$ cat src/rtl/ram_write_arbiter_if.sv
// ---------------------------------------------------------------------------
// ram_write_arbiter_if : LA0/LA1 write clients + DDR3 app write port bundle
// Rev 1.0
// ---------------------------------------------------------------------------
`timescale 1ns/1ps
`default_nettype none

interface ram_write_arbiter_if;
  logic         la0_wr_en;
  logic         la0_wr_valid;
  logic [28:0]  la0_wr_addr;
  logic [127:0] la0_wr_data;
  logic         la0_wr_ack;

  logic         la1_wr_en;
  logic         la1_wr_valid;
  logic [28:0]  la1_wr_addr;
  logic [127:0] la1_wr_data;
  logic         la1_wr_ack;

  logic [28:0]  app_addr;
  logic [2:0]   app_cmd;
  logic         app_en;
  logic         app_rdy;
  logic [255:0] app_wdf_data;
  logic         app_wdf_end;
  logic [31:0]  app_wdf_mask;
  logic         app_wdf_wren;
  logic         app_wdf_rdy;

  logic [1:0]   grant;
  logic         busy;

  // slave: the arbiter, serving both LA clients and driving the controller.
  modport slave (
    input  la0_wr_en, la0_wr_valid, la0_wr_addr, la0_wr_data,
    output la0_wr_ack,
    input  la1_wr_en, la1_wr_valid, la1_wr_addr, la1_wr_data,
    output la1_wr_ack,
    output app_addr, app_cmd, app_en, app_wdf_data, app_wdf_end,
    output app_wdf_mask, app_wdf_wren,
    input  app_rdy, app_wdf_rdy,
    output grant, busy
  );

  // master: the surroundings (LA capture datapaths and controller UI).
  modport master (
    output la0_wr_en, la0_wr_valid, la0_wr_addr, la0_wr_data,
    input  la0_wr_ack,
    output la1_wr_en, la1_wr_valid, la1_wr_addr, la1_wr_data,
    input  la1_wr_ack,
    input  app_addr, app_cmd, app_en, app_wdf_data, app_wdf_end,
    input  app_wdf_mask, app_wdf_wren,
    output app_rdy, app_wdf_rdy,
    input  grant, busy
  );
endinterface

`default_nettype wire

$ cat src/rtl/ram_write_arbiter.sv
// ---------------------------------------------------------------------------
// ram_write_arbiter : gathers 2x128b beats per client, round-robin with bounded
// bursts, one DDR3 write command per 256b block.                 Rev 1.0
// ---------------------------------------------------------------------------
`timescale 1ns/1ps
`default_nettype none

module ram_write_arbiter #(
  parameter int unsigned MAX_BURST = 8,
  parameter logic [2:0]  CMD_WRITE = 3'b000
) (
  input  logic          clk_ram,
  input  logic          rst_n,
  ram_write_arbiter_if.slave bus_if
);

  localparam logic [1:0] ST_IDLE  = 2'd0;
  localparam logic [1:0] ST_BEAT0 = 2'd1;
  localparam logic [1:0] ST_BEAT1 = 2'd2;
  localparam logic [1:0] ST_ISSUE = 2'd3;

  logic [1:0]   state_q, state_d;
  logic [1:0]   grant_q, grant_d;
  logic         last_owner_q, last_owner_d;
  logic [7:0]   burst_cnt_q, burst_cnt_d;
  logic [28:0]  addr_q, addr_d;
  logic [255:0] data_q, data_d;
  logic         app_en_q, app_en_d;
  logic         wren_q, wren_d;

  logic         own_en;
  logic         own_valid;
  logic [28:0]  own_addr;
  logic [127:0] own_data;
  logic         in_beat;
  logic         cmd_done;
  logic         data_done;
  logic [8:0]   burst_next;

  assign own_en    = grant_q[1] ? bus_if.la1_wr_en    : bus_if.la0_wr_en;
  assign own_valid = grant_q[1] ? bus_if.la1_wr_valid : bus_if.la0_wr_valid;
  assign own_addr  = grant_q[1] ? bus_if.la1_wr_addr  : bus_if.la0_wr_addr;
  assign own_data  = grant_q[1] ? bus_if.la1_wr_data  : bus_if.la0_wr_data;

  assign in_beat = (state_q == ST_BEAT0) || (state_q == ST_BEAT1);
  assign bus_if.la0_wr_ack = in_beat & grant_q[0] & bus_if.la0_wr_valid;
  assign bus_if.la1_wr_ack = in_beat & grant_q[1] & bus_if.la1_wr_valid;

  // A handshake counts as done if it already completed or completes this cycle.
  assign cmd_done   = ~app_en_q | bus_if.app_rdy;
  assign data_done  = ~wren_q   | bus_if.app_wdf_rdy;
  assign burst_next = {1'b0, burst_cnt_q} + 9'd1;

  always_comb begin
    state_d      = state_q;
    grant_d      = grant_q;
    last_owner_d = last_owner_q;
    burst_cnt_d  = burst_cnt_q;
    addr_d       = addr_q;
    data_d       = data_q;
    app_en_d     = app_en_q & ~bus_if.app_rdy;
    wren_d       = wren_q & ~bus_if.app_wdf_rdy;

    case (state_q)
      ST_IDLE: begin
        if (bus_if.la0_wr_en || bus_if.la1_wr_en) begin
          // LA0 wins a tie only when LA1 owned the port last.
          grant_d     = (bus_if.la0_wr_en && (!bus_if.la1_wr_en || last_owner_q)) ? 2'b01 : 2'b10;
          burst_cnt_d = 8'd0;
          state_d     = ST_BEAT0;
        end
      end
      ST_BEAT0: begin
        if (own_valid) begin
          data_d[127:0] = own_data;
          addr_d        = own_addr & 29'h1FFF_FFF8;
          state_d       = ST_BEAT1;
        end
      end
      ST_BEAT1: begin
        if (own_valid) begin
          data_d[255:128] = own_data;
          app_en_d        = 1'b1;
          wren_d          = 1'b1;
          state_d         = ST_ISSUE;
        end
      end
      ST_ISSUE: begin
        if (cmd_done && data_done) begin
          burst_cnt_d = burst_next[7:0];
          if (own_en && (burst_next < 9'(MAX_BURST))) begin
            state_d = ST_BEAT0;
          end else begin
            last_owner_d = grant_q[1];
            grant_d      = 2'b00;
            state_d      = ST_IDLE;
          end
        end
      end
      default: state_d = ST_IDLE;
    endcase
  end

  always_ff @(posedge clk_ram or negedge rst_n) begin
    if (!rst_n) begin
      state_q      <= ST_IDLE;
      grant_q      <= 2'b00;
      last_owner_q <= 1'b1;
      burst_cnt_q  <= 8'd0;
      addr_q       <= '0;
      data_q       <= '0;
      app_en_q     <= 1'b0;
      wren_q       <= 1'b0;
    end else begin
      state_q      <= state_d;
      grant_q      <= grant_d;
      last_owner_q <= last_owner_d;
      burst_cnt_q  <= burst_cnt_d;
      addr_q       <= addr_d;
      data_q       <= data_d;
      app_en_q     <= app_en_d;
      wren_q       <= wren_d;
    end
  end

  assign bus_if.app_addr     = addr_q;
  assign bus_if.app_cmd      = CMD_WRITE;
  assign bus_if.app_en       = app_en_q;
  assign bus_if.app_wdf_data = data_q;
  assign bus_if.app_wdf_wren = wren_q;
  assign bus_if.app_wdf_end  = wren_q;
  assign bus_if.app_wdf_mask = 32'd0;
  assign bus_if.grant        = grant_q;
  assign bus_if.busy         = (state_q != ST_IDLE);

endmodule

`default_nettype wire
$ cat src/flat_wrapper.sv
// flat-port wrapper written by rule: the top's interface ports become plain ports
module ram_write_arbiter_flat 
#(
  parameter int unsigned MAX_BURST = 8,
  parameter logic [2:0]  CMD_WRITE = 3'b000
)
  (clk_ram, rst_n, bus_if_la0_wr_en, bus_if_la0_wr_valid, bus_if_la0_wr_addr, bus_if_la0_wr_data, bus_if_la0_wr_ack, bus_if_la1_wr_en, bus_if_la1_wr_valid, bus_if_la1_wr_addr, bus_if_la1_wr_data, bus_if_la1_wr_ack, bus_if_app_addr, bus_if_app_cmd, bus_if_app_en, bus_if_app_wdf_data, bus_if_app_wdf_end, bus_if_app_wdf_mask, bus_if_app_wdf_wren, bus_if_app_rdy, bus_if_app_wdf_rdy, bus_if_grant, bus_if_busy);
  ram_write_arbiter_if bus_if_i ();
  input  logic clk_ram;
  input  logic rst_n;
  input wire logic [$bits(bus_if_i.la0_wr_en)-1:0] bus_if_la0_wr_en;
  input wire logic [$bits(bus_if_i.la0_wr_valid)-1:0] bus_if_la0_wr_valid;
  input wire logic [$bits(bus_if_i.la0_wr_addr)-1:0] bus_if_la0_wr_addr;
  input wire logic [$bits(bus_if_i.la0_wr_data)-1:0] bus_if_la0_wr_data;
  output wire logic [$bits(bus_if_i.la0_wr_ack)-1:0] bus_if_la0_wr_ack;
  input wire logic [$bits(bus_if_i.la1_wr_en)-1:0] bus_if_la1_wr_en;
  input wire logic [$bits(bus_if_i.la1_wr_valid)-1:0] bus_if_la1_wr_valid;
  input wire logic [$bits(bus_if_i.la1_wr_addr)-1:0] bus_if_la1_wr_addr;
  input wire logic [$bits(bus_if_i.la1_wr_data)-1:0] bus_if_la1_wr_data;
  output wire logic [$bits(bus_if_i.la1_wr_ack)-1:0] bus_if_la1_wr_ack;
  output wire logic [$bits(bus_if_i.app_addr)-1:0] bus_if_app_addr;
  output wire logic [$bits(bus_if_i.app_cmd)-1:0] bus_if_app_cmd;
  output wire logic [$bits(bus_if_i.app_en)-1:0] bus_if_app_en;
  output wire logic [$bits(bus_if_i.app_wdf_data)-1:0] bus_if_app_wdf_data;
  output wire logic [$bits(bus_if_i.app_wdf_end)-1:0] bus_if_app_wdf_end;
  output wire logic [$bits(bus_if_i.app_wdf_mask)-1:0] bus_if_app_wdf_mask;
  output wire logic [$bits(bus_if_i.app_wdf_wren)-1:0] bus_if_app_wdf_wren;
  input wire logic [$bits(bus_if_i.app_rdy)-1:0] bus_if_app_rdy;
  input wire logic [$bits(bus_if_i.app_wdf_rdy)-1:0] bus_if_app_wdf_rdy;
  output wire logic [$bits(bus_if_i.grant)-1:0] bus_if_grant;
  output wire logic [$bits(bus_if_i.busy)-1:0] bus_if_busy;
  assign bus_if_i.la0_wr_en = bus_if_la0_wr_en;
  assign bus_if_i.la0_wr_valid = bus_if_la0_wr_valid;
  assign bus_if_i.la0_wr_addr = bus_if_la0_wr_addr;
  assign bus_if_i.la0_wr_data = bus_if_la0_wr_data;
  assign bus_if_la0_wr_ack = bus_if_i.la0_wr_ack;
  assign bus_if_i.la1_wr_en = bus_if_la1_wr_en;
  assign bus_if_i.la1_wr_valid = bus_if_la1_wr_valid;
  assign bus_if_i.la1_wr_addr = bus_if_la1_wr_addr;
  assign bus_if_i.la1_wr_data = bus_if_la1_wr_data;
  assign bus_if_la1_wr_ack = bus_if_i.la1_wr_ack;
  assign bus_if_app_addr = bus_if_i.app_addr;
  assign bus_if_app_cmd = bus_if_i.app_cmd;
  assign bus_if_app_en = bus_if_i.app_en;
  assign bus_if_app_wdf_data = bus_if_i.app_wdf_data;
  assign bus_if_app_wdf_end = bus_if_i.app_wdf_end;
  assign bus_if_app_wdf_mask = bus_if_i.app_wdf_mask;
  assign bus_if_app_wdf_wren = bus_if_i.app_wdf_wren;
  assign bus_if_i.app_rdy = bus_if_app_rdy;
  assign bus_if_i.app_wdf_rdy = bus_if_app_wdf_rdy;
  assign bus_if_grant = bus_if_i.grant;
  assign bus_if_busy = bus_if_i.busy;
  ram_write_arbiter #(.MAX_BURST(MAX_BURST), .CMD_WRITE(CMD_WRITE)) u_core (.clk_ram(clk_ram), .rst_n(rst_n), .bus_if(bus_if_i));
endmodule
$ cat config.mk
export PLATFORM = sky130hd
export DESIGN_NAME = ram_write_arbiter_flat
export DESIGN_NICKNAME = d
export VERILOG_FILES = /design/src/rtl/ram_write_arbiter_if.sv /design/src/rtl/ram_write_arbiter.sv /design/src/flat_wrapper.sv
export SDC_FILE = /design/constraint.sdc
export NUM_CORES = 1
export LEC_CHECK = 0
export ABC_AREA = 0
export CAP_MARGIN = 20
export CORE_AREA = 3 3 249 251
export CTS_BUF_LIST = sky130_fd_sc_hd__clkbuf_4 sky130_fd_sc_hd__clkbuf_8
export CTS_CLUSTER_DIAMETER = 100
export DETAILED_ROUTE_END_ITERATION = 8
export DIE_AREA = 0 0 252 254
export SLEW_MARGIN = 10
export SYNTH_ARGS = -nofsm -noshare
export SYNTH_HDL_FRONTEND = slang
export SYNTH_SLANG_ARGS = --single-unit
$ cat constraint.sdc
create_clock -name clk_ram -period 3 [get_ports clk_ram]
set_clock_uncertainty 0.1 [all_clocks]
set_input_delay 0.3 -clock clk_ram [delete_from_list [all_inputs] [get_ports clk_ram]]
set_output_delay 0.3 -clock clk_ram [all_outputs]
set_load 0.02 [all_outputs]
==> results of run 1 <==
==> worst paths after layout <==
path                                                  from                               to  slack, ps  depth (start not counted)
max                                      u_core.state_q[0]                bus_if_la1_wr_ack        320                          4
min                                                  rst_n       u_core.bus_if.app_addr[25]        220                          2
max reg2reg                         u_core.bus_if.grant[1]  u_core.bus_if.app_wdf_data[171]        850                          4
min reg2reg                u_core.bus_if.app_wdf_data[192]  u_core.bus_if.app_wdf_data[192]        370                          2
max in group asynchronous                            rst_n   u_core.bus_if.app_wdf_data[38]       1750                          3
min in group clk_ram                bus_if_la0_wr_addr[24]       u_core.bus_if.app_addr[24]        230                          3
==> registers in the layout (all words and copies together), names as in the netlist <==
register	flops
u_core.burst_cnt_q	8
u_core.bus_if.app_en	1
u_core.bus_if.app_wdf_data	256
u_core.last_owner_q	1
u_core.bus_if.app_wdf_end	1
u_core.bus_if.grant	2
u_core.state_q	2
u_core.bus_if.app_addr	26
==> Yosys cell counts, types with 2 or more instances <==
cell / instances
clkbuf_2: 5
and3_1: 4
o21ai_1: 161
a21oi_1: 3
inv_1: 9
ha_1: 6
buf_4: 49
o31ai_1: 2
dfrtp_1: 296
or4_1: 3
nor2_1: 4
clkbuf_1: 16
a311oi_1: 2
o211ai_1: 2
mux2i_1: 157
o21ai_0: 132
a31oi_1: 3
nand2b_1: 5
buf_2: 25
mux2_4: 2
buf_6: 27
nand3_1: 5
nand2_1: 290
==> through the flow <==
| step | utilization (%) | hold slack, ps | setup slack (ps) | power (mW) | std cells |
|---|---|---|---|---|---|
| 5_1_grt | 34.53 | 183.6 | 168.1 | 24.02 | 2656 |
| 3_3_place_gp | 32.53 | 272.6 | 819.0 | 18.31 | 2557 |
| 4_1_cts | 34.53 | 144.4 | 204.9 | 22.88 | 2656 |
| 2_1_floorplan | - | -95.59 | 1209 | 13.10 | 1259 |
| 3_5_place_dp | 32.53 | 288.9 | 758.7 | 18.55 | 2557 |
| 6_report | 34.53 | 217.3 | 320.8 | 22.47 | 2656 |
==> cells by family after synthesis <==
group	Yosys count	synth area share (%)
simple gates	319	9.808
compound gates	307	12.15
flops	297	57.69
mux	160	12.52
buf+inv	132	7.225
fa+ha+maj	6	0.5826
other cells	1	0.02910
==> power breakdown <==
group	leakage, nW	internal (mW)	switching [mW]
clock network	0.636	2.44	1.71
registers	3.73	5.86	1.04
logic	4.85	5.12	6.31
==> layout make-up <==
| type | instances | area, sq um |
|---|---|---|
| Clock buffer | 85 | 1070 |
| Clock inverter | 13 | 126.4 |
| Fill cell | 6140 | 39370 |
| Inverter | 9 | 33.78 |
| Multi-Input combinational cell | 830 | 4681 |
| Sequential cell | 297 | 7437 |
| Tap cell | 782 | 978.4 |
| Timing Repair Buffer | 640 | 6439 |
==> what timing repair did <==
action                                  in CTS  in global routing
endpoints found under the setup margin       0                  0
hold endpoints to repair                    77                  0
hold buffers                                 1                  0
==> routing by layer <==
| metal | part of all wire (%) | GRT usage [%] | vias to the layer above | wire length [microns] |
|---|---|---|---|---|
| met5 | 0.031 | 0 | - | 13 |
| met4 | 2.2 | 3.609 | 2 | 929 |
| met2 | 51 | 22.16 | 395 | 21410 |
| met3 | 7.8 | 3.776 | 62 | 3256 |
| li1 | - | - | 5326 | - |
| met1 | 39 | 14.29 | 5076 | 16300 |
==> results summary, run 1 <==
The number of port buffers is 605. In the layout the commonest cells are clkdlybuf4s50_1 (604), dfrtp_1 (295), nand2_1 (289), o21ai_1 (161), mux2i_1 (157). At the end of the flow, the number of nets in the layout was 2,160. The total area inside the core boundary comes to 0.06013 sq mm. The root cell of the clock tree is clkbuf_8. Among all flip-flop cells after synthesis, the most frequent one is dfrtp_1. The worst slew margin relative to its limit is 50.76%. For this run, design rule violations remaining after detail routing come to 0. For this block, the via count after detailed routing is 10,860. The setup path with the least slack is of type register to output port. The number of buffers on the longest clock path is 3. The sum of routed wire length over all layers is 41.91 mm. Setup repair after global routing left no endpoint under its margin.

The post-detailed-placement cell area came out at 0.01956 sq mm. Yosys printed 0 warnings. The total CTS buffers came out at 54. The transition time of the tightest slew-check pin is 738.7 ps. The worst-case IR drop observed on VDD is 0.0005969 V. The initial antenna violation count came to 1. The post-synthesis instance area is 0.01288 sq mm. The wire length per cell is 15.78 microns. The sum of overflow across all layers after global routing is 0.

The flow ran to the end, and the final reports show no timing, DRC or antenna violations. The data required time at the worst endpoint is 2600 ps. The first-pass GRT wire length is 62.62 mm. The die covers 0.06401 sq mm.

Derived from the worst setup path, the maximum achievable clock frequency is 373.2 MHz. The count of standard-cell rows is 90. The shortest clock period the worst path allows after layout is 2679 ps. Summing the sequential cell areas from Yosys gives 57.69% of the chip area. The number of hold violations in the final report is 0. The die height is 254 microns. The static leakage came out at 9.212 nW. The number of cells upsized or downsized after cts is 0. The layout-stage area growth over the synthesis result is 61.16%. The final critical path takes up 89.31% of the cycle.

The clock latency reported for the late side of the worst-skew pair came out at 600 ps. The number of distinct standard cells referenced by the synthesized netlist is 37. The slowest stage of the critical path is the clkdlybuf4s50_1 cell. The synthesized design contains 297 register bits.

The design area came out at 0.02076 sq mm. The CTS sink count is 297. The worst setup path is captured at an output port. The starting DRC count in detailed routing came out at 358. The count of flip-flops with a built-in enable after synthesis came out at 0.

The largest incremental delay on the critical path is 630 ps. Ranked by total cell area, the synthesized netlist is headed by dfrtp_1 (57%), mux2i_1 (12%), nand2_1 (8.4%). The total inserted antenna cells is 0. The final weighted congestion in routability-driven placement came out at 0.8103. The number of buffers added for setup after CTS is 0. The first-pass detailed-route iteration total came out at 4. In the final timing run, aggregate negative setup slack is 0 ps. In this design, the largest share of critical-path delay is due to buffers and inverters.

Clock-pin slew was measured on the worst setup and hold paths at 60 ps. The synthesized area per cell came out at 10.54 sq um. The type of origin of the critical path is a register. The highest fanout seen on the critical path is 5.

The post-route netlist has 7.577% of its cells at a drive strength greater than 1. The critical path goes through inv_1 > ha_1 > and3_1 > clkdlybuf4s50_1. The all-layer global routing usage came out at 12.39%. The total power per unit cell area came out at 1082 mW/mm^2. Counting every instance in the synthesized netlist gives 1,222. The via count of the first global-routing pass came to 10,960. The number of nets with antenna violations after detailed routing came out at 0. The share of the synthesized area in the top cell type is 57.49%.

The biggest area contributor in the post-synthesis netlist is dfrtp_1. The worst path buffer plus inverter count came out at 2. The deepest level of the CTS H-tree is 2. The via density per instance came out at 4.089. The async set or reset register ratio after synthesis is 100.0%.

The final max-slew violation count came out at 0. In this run the count of I/O pins placed on the die edge is 650. The path type of the worst min-delay path is input pin to asynchronous set/reset pin. The worst endpoint data arrival time is 2280 ps. The pin count of the biggest net entering global routing came out at 106. Setup violations remaining at the end of the flow were counted as 0. The max-cap violation count came out at 0. The commonest non-fill, non-tap cell in the layout is clkdlybuf4s50_1. The x dimension of the die came out at 252 microns. TritonCTS built the clock tree. The estimated wirelength of the detail-placed design is 32.23 mm. For this configuration, the core starts out at a cell density of 21.43%.
(Power assumes the default switching activity.)
==> run 2, diff against run 1 <==
--- a/config.mk
+++ b/config.mk
@@ -6,6 +6,7 @@
 export NUM_CORES = 1
 export LEC_CHECK = 0
 export ABC_AREA = 0
+export ABC_CLOCK_PERIOD_IN_PS = 2300
 export CAP_MARGIN = 20
 export CORE_AREA = 3 3 249 251
 export CTS_BUF_LIST = sky130_fd_sc_hd__clkbuf_4 sky130_fd_sc_hd__clkbuf_8
==> constraint.sdc (replaced) <==
create_clock -name clk_ram -period 2.3 [get_ports clk_ram]
set_clock_uncertainty 0.1 [all_clocks]
set_input_delay 0.23 -clock clk_ram [delete_from_list [all_inputs] [get_ports clk_ram]]
set_output_delay 0.23 -clock clk_ram [all_outputs]
set_load 0.02 [all_outputs]
==> results summary, run 2 (synthesis results as in run 1) <==
The register with the most flip-flops in the layout has 256 of them. The initial utilization of the core area, before any placement, comes to 21.43%. The total inserted antenna cells came out at 0.

Summing all multi-input logic gate instances after layout gives 0.004693 sq mm. Using the TritonRoute via totals, the vias-per-cell ratio works out to 4.068. The layout has 6,119 filler cells.

The worst path buffer plus inverter count came out at 2. The final max-slew violation count was 0. STA puts the critical path data arrival time at 1830 ps. Once detail routing completed, the nets flagged for antenna violations numbered 0.

The worst pin sits at a relative slew slack of 60.99%. At the worst endpoint, the required time is 1970 ps. The number of buffers added for setup after CTS came out at 0.

The final weighted congestion in routability-driven placement is 0.8189. The post-detailed-placement cell area came out at 0.01974 sq mm. The I/O pin count came out at 650. The library cells used most frequently in the layout, excluding fill and tap cells, are clkdlybuf4s50_1 (600), dfrtp_1 (295), nand2_1 (289), o21ai_1 (161), mux2i_1 (157). TritonCTS built the clock tree. The estimated wirelength of the detail-placed design is 33.35 mm. The worst vdd rail ir drop is 0.0005377 V. The portion of total power attributed to sequential cells came out at 30.7%. The floorplan step set the die height to 254 microns.

The power share of the clock group came out at 17.1%. The number of buffers on the longest clock path came out at 3. The total number of nets in the final design came out at 2,176. Clock tree synthesis selected as its root buffer the cell clkbuf_8. The sum of routed wire length over all layers is 42.37 mm. The deepest level of the CTS H-tree is 2. The fraction of layout instances using a drive strength above 1 came out at 8.081%. The number of hold violations in the final report is 0. The tightest min-delay check is of the input pin to asynchronous set/reset pin type. The largest incremental delay on the critical path came out at 400 ps.

The total power per unit cell area came out at 1401 mW/mm^2. The via count of the first global-routing pass is 11,120. During placement, the flow inserted port buffers numbering 605. The pin count of the biggest net entering global routing is 64.

The starting DRC count in detailed routing came out at 378. The count of standard-cell rows is 90. Dividing the detail-routed wire length by the instance count gives 15.91 microns. The max-cap violation count is 0.

The final standard cell utilization of the core came out at 34.65%. The initial antenna violation count is 1. TritonCTS created 52 clock buffers.

The cell count after placement is 2,575. Setup repair after global routing left no endpoint under its margin. The clock latency reported for the late side of the worst-skew pair is 580 ps. The post-route fraction of the period consumed by the critical path came out at 94.02%. The part of the power in combinational logic is 52.3%. The cell-internal power came out at 17.43 mW.

The worst setup path is captured at an output port. The first-pass GRT wire length is 62.74 mm. Setup slack on the critical path of the routed design comes to 137.5 ps. The signal on the critical path passes through inv_1 > ha_4 > and3_1 > clkdlybuf4s15_2. Subtracting the final worst setup slack from the clock period gives 2162 ps. The critical path in this run is classified as register to output port. For this design, the slowest cell found on the critical path is dfrtp_1.

Global routing used 12.46% of the available tracks. The type of origin of the critical path is a register. The transition time of the tightest slew-check pin is 585.2 ps. Registers take 0.007437 sq mm. The proportion of total power due to net switching came out at 40.28%. The reported net switching power came out at 11.75 mW. The first-pass detailed-route iteration total came out at 4. The overall power is 29.18 mW. The sum of overflow across all layers after global routing is 0. Setup total negative slack on the finished layout was measured at 0 ps. The category of cells accounting for the largest share of critical-path delay is buffers and inverters. The count of endpoints failing setup in the final report is 0. The library cell used most frequently in the layout, excluding fill and tap cells, is clkdlybuf4s50_1.

Clock-pin slew was measured on the worst setup and hold paths at 60 ps. The layout-stage area growth over the synthesis result came out at 61.69%. The static leakage came out at 9.253 nW. For this block, the via count after detailed routing is 10,830.

The finished cells cover 0.02083 sq mm. The post-placement worst setup slack came out at 216.1 ps. Final hold analysis gives a worst-case slack of 95.87 ps. The run finished with clean final reports. In the routed design, unresolved DRC markers number 0. The x dimension of the die came out at 252 microns. The die outline area is 0.06401 sq mm. The timing-limited maximum frequency came out at 462.4 MHz. The number of cells in the finished layout apart from fillers came out at 2,663.

The CTS sink count is 297. The core area came out at 0.06013 sq mm. The highest fanout seen on the critical path came out at 5.
run 2: worst register-to-register path, cell delays in order (launching register included):
cell and delay (ps):
dfrtp_1 400, inv_1 180, ha_4 170, or3b_2 470
nand2b_1 330, or2_2 240, o21ai_0 80
run 2: repair_timing:
item	in CTS	in global routing
gates resized for setup	9	0
hold buffers	1	0
hold endpoints to repair	297	0
setup endpoints to repair	4	0
run 2: power by group through the flow:
| stage | Clock, mW | Combinational, mW | Sequential (mW) |
|---|---|---|---|
| detailed placement | 0 | 15.4 | 9.05 |
| global placement | 0 | 15.2 | 8.93 |
| global route | 5.44 | 16.4 | 9.27 |
| floorplan | 0 | 5.38 | 11.7 |
| CTS | 5.21 | 15.5 | 8.99 |
| finish | 4.98 | 15.3 | 8.95 |
run 2: layout make-up:
class / instances / share of cell area (%)
inverter: 9 / 0.1622
tap: 782 / 4.696
timing repair buffer: 658 / 31.79
multi-input combinational: 830 / 22.53
clock inverter: 2 / 0.1682
sequential: 297 / 35.70
clock buffer: 85 / 4.955
run 2: per-layer routing:
metal  share of wire (%)  global-route usage [%]  wire length (microns)
met2                  51                   22.53                  21430
met4                 2.0                   3.395                    864
met3                 7.9                   3.736                   3350
met5               0.031                       0                     13
met1                  39                   14.30                  16710
run 2: path summary, 6_finish.rpt:
| check | startpoint | end | slack (ps) | cells past startpoint |
|---|---|---|---|---|
| setup / recovery | u_core.state_q[0] | bus_if_la1_wr_ack | 140 | 4 |
| hold / removal | rst_n | u_core.bus_if.app_addr[21] | 100 | 2 |
| setup reg to reg | u_core.state_q[0] | u_core.burst_cnt_q[0] | 200 | 6 |
| hold reg to reg | u_core.bus_if.app_wdf_data[110] | u_core.bus_if.app_wdf_data[110] | 380 | 2 |
| max in group asynchronous | rst_n | u_core.bus_if.app_wdf_data[165] | 1210 | 3 |
| min in group clk_ram | bus_if_la0_wr_addr[25] | u_core.bus_if.app_addr[25] | 170 | 3 |
